[src/rtl/code_change_controller.sv]
// rtl/code_change_controller.sv - double-entry passcode change FSM feeding the stored code register
module code_change_controller #(
    parameter logic [15:0] SCRAMBLE_KEY   = 16'hA5C3,
    parameter int          TIMEOUT_CYCLES = 1000
) (
    input  logic        clk,
    input  logic        rst,
    input  logic        unlocked,
    input  logic        change_req,
    input  logic        digit_valid,
    input  logic [3:0]  digit,
    input  logic        cancel,
    output logic        load,
    output logic [15:0] datain,
    output logic        busy,
    output logic        done,
    output logic        error
);

    typedef enum logic [1:0] {IDLE, ENTRY1, ENTRY2, COMMIT} state_t;

    localparam int TW = (TIMEOUT_CYCLES > 2) ? $clog2(TIMEOUT_CYCLES) : 1;
    localparam logic [TW-1:0] TMO_LAST = TW'(TIMEOUT_CYCLES - 1);

    state_t        state, state_n;
    logic [15:0]   first, first_n;
    logic [15:0]   second, second_n;
    logic [1:0]    dcnt, dcnt_n;
    logic [TW-1:0] tcnt, tcnt_n;
    logic [15:0]   datain_n;
    logic          load_n, error_n;
    logic          digit_bad;

    assign digit_bad = digit_valid && (digit > 4'd9);

    always_ff @(posedge clk or posedge rst) begin
        if (rst) begin
            state  <= IDLE;
            first  <= 16'h0000;
            second <= 16'h0000;
            dcnt   <= 2'd0;
            tcnt   <= '0;
            datain <= 16'h0000;
            load   <= 1'b0;
            done   <= 1'b0;
            error  <= 1'b0;
            busy   <= 1'b0;
        end else begin
            state  <= state_n;
            first  <= first_n;
            second <= second_n;
            dcnt   <= dcnt_n;
            tcnt   <= tcnt_n;
            datain <= datain_n;
            load   <= load_n;
            done   <= load_n;
            error  <= error_n;
            busy   <= (state_n != IDLE);
        end
    end

    // Abort sources are checked in priority order: cancel, lost unlock, bad digit, then digit, then timeout.
    always_comb begin
        state_n  = state;
        first_n  = first;
        second_n = second;
        dcnt_n   = dcnt;
        tcnt_n   = tcnt;
        datain_n = datain;
        load_n   = 1'b0;
        error_n  = 1'b0;
        case (state)
            IDLE: begin
                if (change_req && unlocked) begin
                    state_n = ENTRY1;
                    dcnt_n  = 2'd0;
                    tcnt_n  = '0;
                end
            end
            ENTRY1, ENTRY2: begin
                if (cancel) begin
                    state_n = IDLE;
                end else if (!unlocked || digit_bad) begin
                    state_n = IDLE;
                    error_n = 1'b1;
                end else if (digit_valid) begin
                    tcnt_n = '0;
                    dcnt_n = dcnt + 2'd1;
                    if (state == ENTRY1) begin
                        first_n = {first[11:0], digit};
                        if (dcnt == 2'd3) begin
                            state_n = ENTRY2;
                        end
                    end else begin
                        second_n = {second[11:0], digit};
                        if (dcnt == 2'd3) begin
                            if (second_n == first) begin
                                state_n  = COMMIT;
                                datain_n = first ^ SCRAMBLE_KEY;
                                load_n   = 1'b1;
                            end else begin
                                state_n = IDLE;
                                error_n = 1'b1;
                            end
                        end
                    end
                end else if (tcnt == TMO_LAST) begin
                    state_n = IDLE;
                    error_n = 1'b1;
                end else begin
                    tcnt_n = tcnt + 1'b1;
                end
            end
            COMMIT: begin
                state_n = IDLE;
            end
            default: begin
                state_n = IDLE;
            end
        endcase
    end

endmodule

[config.mk]
export PLATFORM = sky130hd
export DESIGN_NAME = code_change_controller
export DESIGN_NICKNAME = d
export VERILOG_FILES = /design/src/rtl/code_change_controller.sv
export SDC_FILE = /design/constraint.sdc
export NUM_CORES = 1
export LEC_CHECK = 0
export ABC_AREA = 1
export CAP_MARGIN = 20
export CORE_MARGIN = 3
export CORE_UTILIZATION = 51
export DETAILED_ROUTE_END_ITERATION = 6
export PLACE_DENSITY = 0.76
export SYNTH_ARGS = -nofsm -noshare
export SYNTH_HDL_FRONTEND = slang
export SYNTH_SLANG_ARGS = --single-unit
[constraint.sdc]
create_clock -name clk -period 1.8 [get_ports clk]
set_input_delay 0.36 -clock clk [delete_from_list [all_inputs] [get_ports clk]]
set_output_delay 0.36 -clock clk [all_outputs]
set_load 0.03 [all_outputs]
==> results.md <==
* Unrepaired setup endpoints after global routing: yes
* Multi-input logic area at 1281 µm²
* # port buffers at 29
* Design Area, Final at 3891 µm²
* Routed wire length at 6459 µm
* Biggest cell delay along the critical path at 0.68 ns
* Crit path cell chain: clkdlybuf4s50_1
* Mean Syn Cell Area at 7.965 µm²
* Tcrit/Tclk final at 97.29%
* Final Wtd Congestion at 0.9173
* Core area at 5642 µm²
* Setup violations, final at 0
* CTS buffer count at 9
* Final nets at 450
* Max Freq at 571.0 MHz
* Critical Path Source Type: register
* Slew Viols, Final at 0
* CTS Buffer Depth at 2
* Layout cells sized above 1 at 18.86%
* Fin crit period at 1.751 ns
* Syn nets at 397
* Gr ovfl total at 0
* Final hold violation count at 0
* Synth Cell Area at 3050 µm²
* CTS root buf: clkbuf_8
* Worst skew pair latency at 0.34 ns
* Number of fill cells in the layout at 447
* # clock sinks at 61
* Worst Path Required at 1.44 ns
* Vias post-DR at 2,557
* Post-synth EDFFs at 0
* Via-to-Cell Ratio at 4.994
* Yosys warns at 0
* Die height at 83.34 µm
* Starting Density at 54.07%
* Worst-path fanout max at 2
* Reg clk slew, reported paths at 0.07 ns
* GRT Overall Usage at 19.01%
* DRT Pass-1 Iters at 5
* FF/Latch Area at 1526 µm²
* Top_reg_cell synth: dfrtp_1
* DR WL/cell at 12.62 µm
* Residual DRC at 0
* Maximum VDD drop at 0.6557 mV
* Max Clock Skew at 0.01407 ns
* Worst-margin pin slew at 0.4374 ns
* Die width at 83.34 µm
* Antenna violations before repair at 0
* Post-synthesis cell count at 383
* Commonest non-fill, non-tap cell in the layout: nand2_1
* Setup CP Type: reg -> out
* Leak at 1.907 nW
* WP buf/inv at 1
* Crit. End Element: output port
* Final core utilization at 68.97%
* CP top delay family: buffers and inverters
* Synth cell types at 28
* Power Density at 1246 nW/µm²
* Seq/Total Area, Yosys at 50.04%
* ANT nets after route at 0
* Crit-path slowest cell: clkdlybuf4s50_1
* Outcome: complete, no violations
* Fraction of registers with async set/reset at 100.0%
* Post-DP HPWL at 4325 µm
* Commonest non-fill, non-tap cells in the layout: nand2_1, dfrtp_1, inv_1
* CTS tree: done
* CTS Hold Bufs at 0
* Hold crit path type: in -> async
* Antenna cells at 0
* WP data arrival at 1.39 ns
* Min Hold Slack at 0.3730 ns
* First-pass GRT wire length at 10,590 µm
* Area growth from synthesis to layout at 27.56%
* Row count at 27
* Drt initial violations at 164
* Placed Area at 3587 µm²
* Largest net degree at the start of global routing at 33
* Slew margin rel. at 70.78%
* #FFs+latches synth at 61
* Die ar. at 6946 µm²
* H-tree levels at 3
* I/O pin count at 30
* Max_cap viols at 0
* Vias in the first global route at 2,342
worst paths after layout:
path / start / end / slack (ns) / depth (start not counted)
max in group asynchronous: rst / first[13] / 0.95 / 3
max reg2reg: state[0] / tcnt[1] / 0.09 / 9
min in group clk: digit[2] / first[2] / 0.39 / 3
min reg2reg: datain[10] / datain[10] / 0.48 / 2
min: rst / dcnt[1] / 0.37 / 2
max: datain[5] / datain[5] / 0.05 / 1
per-layer routing:
metal | GRT usage [%] | vias up | part of all wire (%)
met5 | 0 | - | 0
met4 | 10.70 | 0 | 2.2
met3 | 3.472 | 16 | 4.3
met2 | 28.79 | 71 | 48
met1 | 25.66 | 1169 | 46
li1 | - | 1301 | -
Yosys cell counts, types with 2 or more instances:
library cell / instances / area (µm²)
a21oi_1: 3 / 15.01
nand2_2: 2 / 12.51
inv_1: 53 / 198.9
dfrtp_1: 61 / 1526
nand4_1: 3 / 18.77
nor4_1: 2 / 12.51
buf_4: 2 / 15.01
xnor2_1: 2 / 17.52
buf_6: 4 / 45.04
nor2_1: 26 / 97.59
o21ai_1: 23 / 115.1
o21ai_2: 12 / 105.1
xor2_1: 4 / 35.03
nand2_1: 123 / 461.7
inv_2: 5 / 18.77
nand3_1: 16 / 80.08
ha_1: 4 / 50.05
nor3_1: 4 / 20.02
buf_2: 6 / 30.03
o21ai_0: 19 / 95.09
nand3_2: 2 / 20.02
layout make-up:
cell class,count,share of cell area (%)
multi-input combinational,252,32.93
clock inverter,3,1.768
clock buffer,12,3.987
inverter,58,5.820
tap,72,2.315
timing repair inverter,1,0.1286
sequential,61,39.23
timing repair buffer,53,13.83
cell families (layout without fill, tap and decap cells):
| family | Yosys count | in the layout | share of synthesized area, % |
|---|---|---|---|
| flip-flops | 61 | 61 | 50.04 |
| adder cells (fa/ha/maj) | 4 | 4 | 1.641 |
| XOR/XNOR | 6 | 6 | 1.723 |
| AO/OA/AOI/OAI | 59 | 59 | 11.28 |
| AND/OR/NAND/NOR | 183 | 183 | 25.23 |
| buffers and inverters | 70 | 127 | 10.09 |
timing repair:
action,CTS,global route
endpoints found under the setup margin,11,56
gates resized for setup,3,29
pin swaps,1,2
setup buffers,0,0
cloned,0,1
registers in the layout (all words and copies together), names as in the netlist:
| register | flops |
|---|---|
| state | 2 |
| done | 1 |
| busy | 1 |
| error | 1 |
| tcnt | 10 |
| dcnt | 2 |
| datain | 16 |
| first | 16 |
| second | 12 |
stage by stage:
step	setup WS, ns	power, mW	instances	setup TNS (ns)
finish	0.04880	4.850	512	0
CTS	0.007281	4.747	511	0
global placement	-0.3114	3.270	496	-8.624
detailed placement	-0.3547	3.326	496	-12.15
floorplan	0.06967	2.882	383	0
global route	-0.02405	5.200	512	-0.1135
power by group:
group | total, mW | internal (mW) | switching [mW]
sequential | 1.89 | 1.65 | 0.235
combinational | 1.60 | 0.640 | 0.958
clock | 1.37 | 0.851 | 0.516
(Power assumes the default switching activity.)
